## src/rtl/mul_sequencer.sv

```systemverilog
// mul_sequencer: multi-cycle signed NxN shift-add multiplier controller.
// The decoder raises start for a MULL_INT/MULL_FLT opcode. The block holds
// the PC through the request cycle and N iteration cycles. It then pulses
// wr_en for one cycle with the formatted product on result.
//
// Ports
//   clk     in   rising-edge system clock
//   reset   in   asynchronous active-high reset
//   start   in   decoder request (current opcode is MULL_*)
//   frac    in   0 = integer product, 1 = Q0.(N-1) fractional product
//   a, b    in   N-bit two's complement multiplicand / multiplier
//   stall   out  combinational PC hold (IDLE with start, or RUN)
//   busy    out  registered, high whenever the FSM is not IDLE
//   wr_en   out  registered one-cycle register-file write strobe
//   result  out  registered product, held between operations
module mul_sequencer #(
    parameter int unsigned N = 8
) (
    input  logic         clk,
    input  logic         reset,
    input  logic         start,
    input  logic         frac,
    input  logic [N-1:0] a,
    input  logic [N-1:0] b,
    output logic         stall,
    output logic         busy,
    output logic         wr_en,
    output logic [N-1:0] result
);

    localparam int unsigned CW = $clog2(N + 1);
    localparam int unsigned AW = 2 * N;

    typedef enum logic [1:0] {
        IDLE = 2'd0,
        RUN  = 2'd1,
        DONE = 2'd2
    } state_t;

    state_t          state_q, state_d;
    logic [CW-1:0]   cnt_q, cnt_d;
    logic [AW-1:0]   acc_q, acc_d;
    logic [N-1:0]    mcand_q, mcand_d;
    logic [N-1:0]    mplier_q, mplier_d;
    logic            sign_q, sign_d;
    logic            frac_q, frac_d;
    logic [N-1:0]    result_q, result_d;
    logic            wr_en_q, wr_en_d;
    logic            busy_q, busy_d;

    logic [N-1:0]    a_mag, b_mag, addend;
    logic [N:0]      sum_w;
    logic [AW-1:0]   acc_step, prod_s;
    logic [N-1:0]    fmt_w;

    // Operand magnitudes; the most negative value maps onto itself as unsigned.
    assign a_mag = a[N-1] ? N'(~a + N'(1)) : a;
    assign b_mag = b[N-1] ? N'(~b + N'(1)) : b;

    // One shift-add iteration: add into the upper half, then shift right.
    always_comb begin
        addend   = mplier_q[0] ? mcand_q : '0;
        sum_w    = {1'b0, acc_q[AW-1:N]} + {1'b0, addend};
        acc_step = AW'({sum_w, acc_q[N-1:0]} >> 1);
        prod_s   = sign_q ? AW'(~acc_step + AW'(1)) : acc_step;
    end

    // Result formatting. In fractional mode the only overflow is (-1)x(-1),
    // the only positive product with bit 2N-2 set; it saturates to max.
    always_comb begin
        if (!frac_q) begin
            fmt_w = prod_s[N-1:0];
        end else if (!prod_s[AW-1] && prod_s[AW-2]) begin
            fmt_w = {1'b0, {(N-1){1'b1}}};
        end else begin
            fmt_w = prod_s[AW-2:N-1];
        end
    end

    // State and datapath registers.
    always_ff @(posedge clk or posedge reset) begin
        if (reset) begin
            state_q  <= IDLE;
            cnt_q    <= '0;
            acc_q    <= '0;
            mcand_q  <= '0;
            mplier_q <= '0;
            sign_q   <= 1'b0;
            frac_q   <= 1'b0;
            result_q <= '0;
            wr_en_q  <= 1'b0;
            busy_q   <= 1'b0;
        end else begin
            state_q  <= state_d;
            cnt_q    <= cnt_d;
            acc_q    <= acc_d;
            mcand_q  <= mcand_d;
            mplier_q <= mplier_d;
            sign_q   <= sign_d;
            frac_q   <= frac_d;
            result_q <= result_d;
            wr_en_q  <= wr_en_d;
            busy_q   <= busy_d;
        end
    end

    // Next-state and datapath control.
    always_comb begin
        state_d  = state_q;
        cnt_d    = cnt_q;
        acc_d    = acc_q;
        mcand_d  = mcand_q;
        mplier_d = mplier_q;
        sign_d   = sign_q;
        frac_d   = frac_q;
        result_d = result_q;

        unique case (state_q)
            IDLE: begin
                if (start) begin
                    sign_d   = a[N-1] ^ b[N-1];
                    mcand_d  = a_mag;
                    mplier_d = b_mag;
                    frac_d   = frac;
                    acc_d    = '0;
                    cnt_d    = CW'(N);
                    state_d  = RUN;
                end
            end
            RUN: begin
                acc_d    = acc_step;
                mplier_d = mplier_q >> 1;
                cnt_d    = cnt_q - CW'(1);
                // Last iteration: load the result on the edge entering DONE.
                if (cnt_q == CW'(1)) begin
                    result_d = fmt_w;
                    state_d  = DONE;
                end
            end
            DONE: begin
                state_d = IDLE;
            end
            default: begin
                state_d = IDLE;
            end
        endcase

        wr_en_d = (state_d == DONE);
        busy_d  = (state_d != IDLE);
    end

    // stall reacts in the request cycle itself, and drops at once under reset.
    assign stall  = !reset && (((state_q == IDLE) && start) || (state_q == RUN));
    assign busy   = busy_q;
    assign wr_en  = wr_en_q;
    assign result = result_q;

endmodule
```

## config.mk

```make
export PLATFORM = sky130hd
export DESIGN_NAME = mul_sequencer
export DESIGN_NICKNAME = d
export VERILOG_FILES = /design/src/rtl/mul_sequencer.sv
export SDC_FILE = /design/constraint.sdc
export NUM_CORES = 1
export LEC_CHECK = 0
export BUFFER_PORTS_ARGS = -buffer_cell sky130_fd_sc_hd__buf_2
export CAP_MARGIN = 20
export CORE_MARGIN = 2
export CORE_UTILIZATION = 29
export CTS_CLUSTER_SIZE = 10
export DETAILED_ROUTE_END_ITERATION = 6
export SLEW_MARGIN = 5
export SYNTH_ARGS = -nofsm -noshare
export SYNTH_HDL_FRONTEND = slang
export SYNTH_SLANG_ARGS = --single-unit
```

## constraint.sdc

```tcl
create_clock -name clk -period 9.08 [get_ports clk]
set_clock_uncertainty 0.1 [all_clocks]
set_input_delay 0.908 -clock clk [delete_from_list [all_inputs] [get_ports clk]]
set_output_delay 0.908 -clock clk [all_outputs]
set_load 0.1 [all_outputs]
```

# Yosys cells after proc, flatten, opt, wreduce, memory -nomap -nowiden
# Index checks and enable logic that the tools add are counted.
[word_totals]
mem_bits_ro = 0
out_inout_bits = 11
regBits = 50
inputBits = 20
memories = 0
word_cells = 50
latchBits = 0
ram_bits = 0
[classes]
div = 0
shift = 0
multipliers = 0
bitwise_logic = 4
add_sub_neg = 5
reduce_logical = 12
n_mux = 15
n_eq_ne = 4
n_lt_le_gt_ge = 0
[ops]
columns = ["operator", "count"]
rows = [
  ["8-bit two-way mux", 6],
  ["16-bit two-way mux", 2],
  ["16-bit one-hot mux with 2 select lines", 1],
  ["16-bit by 1-bit adder with 16-bit output, second input constant", 1],
  ["8-bit by 1-bit adder with 8-bit output, second input constant", 2],
  ["16-bit NOT", 1],
  ["8-bit NOT", 2],
  ["8-bit one-hot mux with 2 select lines", 1],
  ["8-bit by 8-bit adder with 9-bit output", 1],
  ["4-bit one-hot mux with 2 select lines", 1],
  ["2-bit AND reduction", 3],
  ["4-bit by 1-bit equality test with 1-bit output, second input constant", 1],
  ["2-bit two-way mux", 2],
  ["4-bit two-way mux", 1],
  ["2-bit one-hot mux with 2 select lines", 1],
  ["2-bit nonzero test", 2],
  ["4-bit by 1-bit subtractor with 4-bit output, second input constant", 1],
  ["1-bit logical AND", 3],
  ["2-bit by 1-bit equality test with 1-bit output, second input constant", 1],
  ["2-bit equality test, second input constant", 1],
  ["1-bit zero test", 2],
  ["2-bit zero test", 1],
  ["2-bit inequality test, second input constant", 1],
  ["1-bit logical OR", 1],
  ["1-bit bitwise XOR", 1],
]

# Depth between registers and ports, before layout
# Gate-level depths: netlist of the first run.
[depth]
depth_word = 9
mapped_depth = 11
depth_no_buf = 11

# Worst setup path after synthesis of the first run
# No wires, ideal clock.
[synth_path]
kind = "input to output"
from = "in start"
to = "out stall"
t_required_ps = 8072
path_buffers = 1
setup_slack_ps = 5511
t_arrival_ps = 2561
path_stages = 3
path_cell_list = "o21bai_1 > clkbuf_1 > nor2_1"
[synth_via]
elab_chain_cells = 3
[synth_lines]
columns = ["element", "line", "rtl"]
rows = [
  ["start, declared", "21", "input logic start,"],
  ["1-bit logical AND", "153", "assign stall = !reset && (((state_q == IDLE) && start) || (state_q == RUN));"],
  ["1-bit logical OR", "153", ""],
  ["1-bit logical AND", "153", ""],
  ["end, declared", "25", "output logic stall,"],
]
# Every way passes these cells.

# Worst setup path after layout of the first run
[layout_path]
from = "reg mplier_q[0]"
to = "reg result_q[5] (netlist: result[5])"
[layout_via]
elab_chain_cells = 9
[layout_lines]
columns = ["element", "line", "rtl"]
rows = [
  ["start, declared", "44", "logic [N-1:0] mplier_q, mplier_d;"],
  ["start signal, assigned", "98", "mplier_q <= mplier_d;"],
  ["8-bit two-way mux *", "62", "addend = mplier_q[0] ? mcand_q : '0;"],
  ["8-bit by 8-bit adder with 9-bit output *", "63", "sum_w = {1'b0, acc_q[AW-1:N]} + {1'b0, addend};"],
  ["16-bit NOT", "65", "prod_s = sign_q ? AW'(~acc_step + AW'(1)) : acc_step;"],
  ["16-bit by 1-bit adder with 16-bit output", "65", ""],
  ["16-bit two-way mux *", "65", ""],
  ["1-bit zero test", "73", "end else if (!prod_s[AW-1] && prod_s[AW-2]) begin"],
  ["1-bit logical AND", "73", ""],
  ["8-bit two-way mux *", "73", ""],
  ["8-bit two-way mux *", "71", "if (!frac_q) begin"],
  ["end signal, assigned", "101", "result_q <= result_d;"],
  ["end, declared", "47", "logic [N-1:0] result_q, result_d;"],
]
# Every way passes the cells marked *; elsewhere a longest branch is shown, timed or not.
# A chain may end at the register's enable or synchronous reset.

==> out/qor.csv, run 1 <==
metric,value,unit
status,"finished, final reports clean",
Bufs on Longest Clock Path,2,
ys async rst share,100.0,%
Initial Util,29.92,%
first-pass GRT wire length,11920,um
Post-CTS Resized,0,
die area,11490,um2
met3 Track Usage GR,2.006,%
Die Height,107.2,um
synthesized net count,372,
number of post-CTS setup repair buffers,0,
"Avg Cell Area, Syn",9.140,um2
Clock Latency Late Sink,310,ps
initial antenna violation count,0,
register area,1226,um2
worst slew pin tran,681.8,ps
CTS Hold Buffers Added,0,
post-DR wirelength/cell,13.98,um
"Warnings, synthesis",0,
cell count after placement,488,
H-tree levels,2,
static leakage,1.520,nW
routability cong.,0.8056,
Yosys reg bits,49,
Die W,107.2,um
fin crit share,39.55,%
Final nets,394,
CTS sink cnt,49,
Fillers,1071,
final setup violation count,0,
f_max,278.5,MHz
vias per cell,5.018,
count of non-filler cells in the finished layout,497,
"commonest non-fill, non-tap cell in the layout",dfrtp_1,
Core Footprint,10320,um2
Global Route met1 Usage,16.10,%
FP Rows,37,
largest net degree at the start of global routing,50,
register area share after synthesis,39.69,%
Power Dens Cells,367.7,nW/um2
via count,2494,
fin. max-slew vios,0,
Setup TNS Final,0,ps
residual DRC count,0,
first drt pass iteration count,5,
vias in the first global route,2529,
most frequent cells in the layout,"49 x dfrtp_1, 36 x nand2_1, 33 x nor2_1",
Final ANT Viol Nets,0,
Cells after Synth,338,
"Distinct cells, synth",56,
Post-Syn Area,3089,um2
top_reg_cell synth,dfrtp_1,
grt met2 use,22.38,%
RSZ-0062 raised after global routing,no,
worst endpoint required time,9190,ps
cts bufs inserted,5,
Final min period,3591,ps
DR iter-0 viols,183,
worst vdd ir,0.1328,mV
GRT overflow,0,
DRT Wirelength,6946,um
clock slew at reported path FFs,100,ps
area delta synth->final,13.20,%
CP arrival,3700,ps
kind of end point of the critical path,register,
Tightest Hold Check Type,reg2reg,
Port Buf Inserts,30,
CTS tree,done,
layout cell share with drive strength beyond 1,16.07,%
Final HPWL DP,5084,um
Max-slew headroom,54.55,%
Setup CP Type,reg2reg,
Max-Cap Viols,0,
Worst Path Max Fanout,10,
ANT cells,0,
multi-input gate area in the final layout,1755,um2
I/O pin count,31,
GRT Total Usage,12.91,%
Fin. Hold Viols,0,
Post-synth EDFFs,0,
Critical Path Source Type,register,
GRT busiest layer,met2,
Root Driver,clkbuf_8,
-- stage by stage --
step	utilization (%)	hold WS, ps	setup slack, ps	power, mW	cell area [um2]
after floorplan	-	341.8	5511	0.9793	3089
after global placement	32.49	361.0	5631	1.117	3354
after detailed placement	32.49	368.7	5524	1.127	3354
after CTS	33.61	383.2	5513	1.295	3470
after global routing	33.87	419.9	5211	1.388	3497
final	33.87	378.9	5489	1.286	3497
-- sequential cells by signal, summed over array words and instances, names as in the netlist --
signal / flops
acc_q: 15
busy: 1
cnt_q: 4
frac_q: 1
mcand_q: 8
mplier_q: 8
result: 8
sign_q: 1
state_q: 2
wr_en: 1
-- where the power goes --
group | leakage [nW] | switching [mW] | internal, mW | total, mW
Sequential | 0.622 | 0.0897 | 0.305 | 0.395
Combinational | 0.844 | 0.473 | 0.257 | 0.729
Clock | 0.0543 | 0.0787 | 0.0825 | 0.161
-- synth_stat cells, types with 2 or more instances --
library cell / instances / area [um2]
a221oi_2: 2 / 30.03
or3b_4: 2 / 22.52
or4_1: 2 / 15.01
a22oi_1: 7 / 52.55
a21oi_1: 11 / 55.05
nand3_1: 6 / 30.03
nand2b_1: 4 / 25.02
o31ai_1: 6 / 45.04
buf_2: 2 / 10.01
nor4b_1: 2 / 17.52
nor2b_1: 11 / 68.82
clkbuf_1: 15 / 56.30
o22ai_1: 3 / 18.77
nand2_1: 36 / 135.1
dfrtp_1: 49 / 1226
o21ai_0: 29 / 145.1
o211ai_1: 3 / 22.52
and2_1: 10 / 62.56
a22o_1: 11 / 96.34
nor4_1: 2 / 12.51
inv_1: 10 / 37.54
nor3b_1: 2 / 15.01
a221oi_1: 4 / 35.03
ha_1: 13 / 162.7
xor2_1: 12 / 105.1
xnor2_1: 16 / 140.1
nor2_1: 33 / 123.9
or3_1: 4 / 25.02
nor3_1: 3 / 15.01
a211oi_1: 2 / 15.01
-- metal layers --
| layer | vias to the layer above | part of all wire (%) |
|---|---|---|
| met5 | - | 0 |
| met4 | 0 | 2.4 |
| met3 | 12 | 3.5 |
| met2 | 53 | 48 |
| met1 | 1191 | 46 |
| li1 | 1238 | - |
-- critical path: stages, from the launching register on --
cell and delay (ps):
dfrtp_1 460, and2_1 170, ha_1 210, fa_1 430
a211oi_1 400, nor2_1 120, xor2_1 200, or4_4 560
o31ai_4 190, xnor2_1 220, a21oi_4 150, a221oi_1 300
-- area by class of cell --
class                   count  share of cell area [%]
clock buffers               5                   1.968
well taps                 136                   4.866
inverters                  10                   1.073
flip-flops and latches     49                   35.06
multi-input cells         261                   50.20
clock inverters             3                   1.324
repair buffers             33                   5.510
-- logic make-up (layout without fill, tap and decap cells) --
| kind of cell | Yosys count | after routing | synth area share, % |
|---|---|---|---|
| compound gates | 93 | 93 | 21.87 |
| flops | 49 | 49 | 39.69 |
| buf+inv | 28 | 51 | 3.483 |
| simple gates | 124 | 124 | 20.25 |
| fa+ha+maj | 14 | 14 | 5.913 |
| mux | 1 | 1 | 0.3240 |
| xor+xnor | 29 | 29 | 8.465 |
-- worst paths after layout --
check | startpoint | to | slack (ps) | cells past startpoint
setup / recovery | mplier_q[0] | result[5] | 5490 | 11
hold / removal | cnt_q[3] | cnt_q[3] | 380 | 1
setup reg to reg | mplier_q[0] | result[5] | 5490 | 11
hold reg to reg | cnt_q[3] | cnt_q[3] | 380 | 1
max in group asynchronous | reset | mcand_q[2] | 7790 | 3
min in group asynchronous | reset | acc_q[4] | 560 | 2
Note: power is estimated with default switching activity, not from simulation.
==> inputs of run 2 (changes only) <==
==> constraint.sdc (replaced) <==
create_clock -name clk -period 3.5 [get_ports clk]
set_clock_uncertainty 0.1 [all_clocks]
set_input_delay 0.35 -clock clk [delete_from_list [all_inputs] [get_ports clk]]
set_output_delay 0.35 -clock clk [all_outputs]
set_load 0.1 [all_outputs]
==> run 2 against run 1 <==
Against the previous run: routed wire length down 1.9%; count of clock-buffer cells in the layout is the same; global-route usage down 0.22 points; design area up 0.68%; register-to-register slack lost 5300 ps; sequential share of layout area is 0.24 points lower; non-clock buffer count increased by 4; critical path depth stayed put; utilization increased by 0.23 points; via count decreased by 2.0%; hold slack got worse by 230 ps; critical path type unchanged.
==> out/qor.csv, run 2 (same netlist as run 1, synthesis figures left out) <==
metric,value,unit,change
Setup CP Type,reg2reg,,
kind of end point of the critical path,register,,
Pint,1.620,mW,+150%
residual DRC count,0,,unchanged
final setup violation count,0,,unchanged
count of non-filler cells in the finished layout,501,,+0.80%
worst vdd ir,0.3637,mV,+170%
Final min period,3306,ps,-285.4 ps
ANT cells,0,,unchanged
Worst Path Max Fanout,7,,-3
Bufs on Longest Clock Path,2,,unchanged
clock slew at reported path FFs,100,ps,about the same
I/O pin count,31,,unchanged
fin crit share,94.45,%,+55 points
"Design Area, Final",3521,um2,+0.68%
Root Driver,clkbuf_8,,
DR iter-0 viols,112,,-39%
cell count after placement,491,,+0.61%
worst slew pin tran,671.5,ps,-10.29 ps
Clock Latency Late Sink,310,ps,about the same
placed inst area,3377,um2,+0.67%
Max-slew headroom,55.24,%,+0.69 points
sequential power share,31.0,%,+0.3 points
CP arrival,3420,ps,-280 ps
cts bufs inserted,5,,unchanged
area delta synth->final,13.97,%,
worst r2r dst,result[0],,
Fillers,1056,,-1.4%
first drt pass iteration count,4,,-1
CP endpoint,result[0],,
static leakage,1.537,nW,+1.1%
Power Dens Cells,933.2,nW/um2,+150%
RSZ-0062 raised after global routing,no,,
first-pass GRT wire length,11660,um,-2.2%
Core Footprint,10320,um2,unchanged
R2R cell count,11,,unchanged
"setup slack, reg-to-reg",190,ps,-5290 ps
f_max,302.5,MHz,+8.6%
Switching Share,50.69,%,+0.82 points
via count,2443,,-2.0%
R2R Path Start,mcand_q[0],,
"commonest non-fill, non-tap cell in the layout",dfrtp_1,,
Die Height,107.2,um,unchanged
Final ANT Viol Nets,0,,unchanged
vias per cell,4.876,,-2.8%
Comb power frac,58.3,%,+1.6 points
most frequent cells in the layout,"49 x dfrtp_1, 36 x nand2_1, 33 x nor2_1",,
status,"finished, final reports clean",,
Port Buf Inserts,30,,unchanged
layout cell share with drive strength beyond 1,17.26,%,+1.2 points
Setup TNS Final,0,ps,unchanged
largest net degree at the start of global routing,50,,unchanged
DRT Wirelength,6812,um,-1.9%
CTS tree,done,,
Tightest Hold Check Type,in2reg,,
routability cong.,0.8140,,+1.0%
post-DR wirelength/cell,13.60,um,-2.7%
FP Rows,37,,unchanged
CTS sink cnt,49,,unchanged
vias in the first global route,2381,,-5.9%
Initial Util,29.92,%,unchanged
Crit. Startpoint,mcand_q[0],,
Critical Path Source Type,register,,
Max-Cap Viols,0,,unchanged
die area,11490,um2,unchanged
fin. max-slew vios,0,,unchanged
Die W,107.2,um,unchanged
Net Sw Power,1.665,mW,+160%
H-tree levels,2,,unchanged
GRT overflow,0,,unchanged
worst endpoint required time,3620,ps,-5570 ps
Largest Register,acc_q,,
Final nets,398,,+1.0%
Clk network pwr share,10.7,%,-1.8 points
GRT Total Usage,12.69,%,-0.22 points
initial antenna violation count,0,,unchanged
max reg flops,15,,unchanged
Fin. Hold Viols,0,,unchanged
Final HPWL DP,4961,um,-2.4%
==> run 2: cell count changes in the layout (fill, tap and decap cells not counted) <==
cell / delta
inv_6: +1
bufinv_16: -1
a211oi_1: -1
dlygate4sd3_1: +1
buf_12: +1
a211oi_4: +1
xnor2_1: -1
xnor2_2: +1
buf_4: +3
buf_16: -1
==> run 2: metal layers <==
layer  part of all wire (%)  GRT usage (%)  routed length (um)
met4                    1.4          4.174                  97
met2                     47          21.20                3184
met3                    2.0          1.763                 135
met5                      0              0                   0
met1                     50          16.88                3395
==> run 2: layout make-up <==
| class | count | area [um2] | share of cell area, % |
|---|---|---|---|
| inverter | 10 | 37.54 | 1.066 |
| clock inverter | 3 | 25.02 | 0.7107 |
| multi-input combinational | 261 | 1775 | 50.43 |
| timing repair buffer | 37 | 217.7 | 6.183 |
| tap | 136 | 170.2 | 4.833 |
| clock buffer | 5 | 68.82 | 1.955 |
| sequential | 49 | 1226 | 34.83 |
==> run 2: worst min path at each step <==
stage / slack, ps / cells after the start / to / start
after global placement: 360 / 1 / cnt_q[3] / cnt_q[3]
after floorplan: 340 / 2 / mcand_q[7] / mcand_q[7]
after CTS: 130 / 3 / frac_q / frac
after global routing: 160 / 3 / frac_q / frac
after detailed placement: 370 / 2 / mcand_q[7] / mcand_q[7]
final: 150 / 3 / frac_q / frac
==> run 2: power by group through the flow <==
| stage | combinational, mW | clock [mW] | sequential, mW |
|---|---|---|---|
| 4_1_cts | 1.91 | 0.370 | 1.02 |
| 5_1_grt | 2.11 | 0.389 | 1.07 |
| 3_5_place_dp | 1.90 | 0 | 1.03 |
| 6_report | 1.92 | 0.352 | 1.02 |
| 3_3_place_gp | 1.88 | 0 | 1.02 |
| 2_1_floorplan | 1.22 | 0 | 1.32 |
==> run 2: stage by stage <==
step / worst slack, ps / hold WS (ps) / power (mW) / utilization, %
final: 194.2 / 148.4 / 3.286 / 34.11
after detailed placement: 102.0 / 366.6 / 2.933 / 32.71
after global placement: 202.3 / 361.7 / 2.905 / 32.71
after CTS: 86.17 / 132.8 / 3.299 / 33.62
after global routing: 6.905 / 155.7 / 3.566 / 34.11
after floorplan: 229.3 / 341.8 / 2.540 / -
==> run 2: worst max-delay path, cell delays in order, from the launching register on <==
cell and delay (ps):
dfrtp_1 380, and2_1 150, ha_1 230, fa_1 450, a211oi_2 270, nor2_1 90
xor2_1 190, or4_4 560, o31ai_4 210, xnor2_2 170, a21oi_4 130, a221oi_1 290
==> run 2: repair_timing <==
item	CTS	global route
buffers inserted	0	0
hold buffers	0	1
endpoints found under the setup margin	0	6
hold endpoints to repair	0	9
resized for setup	0	3
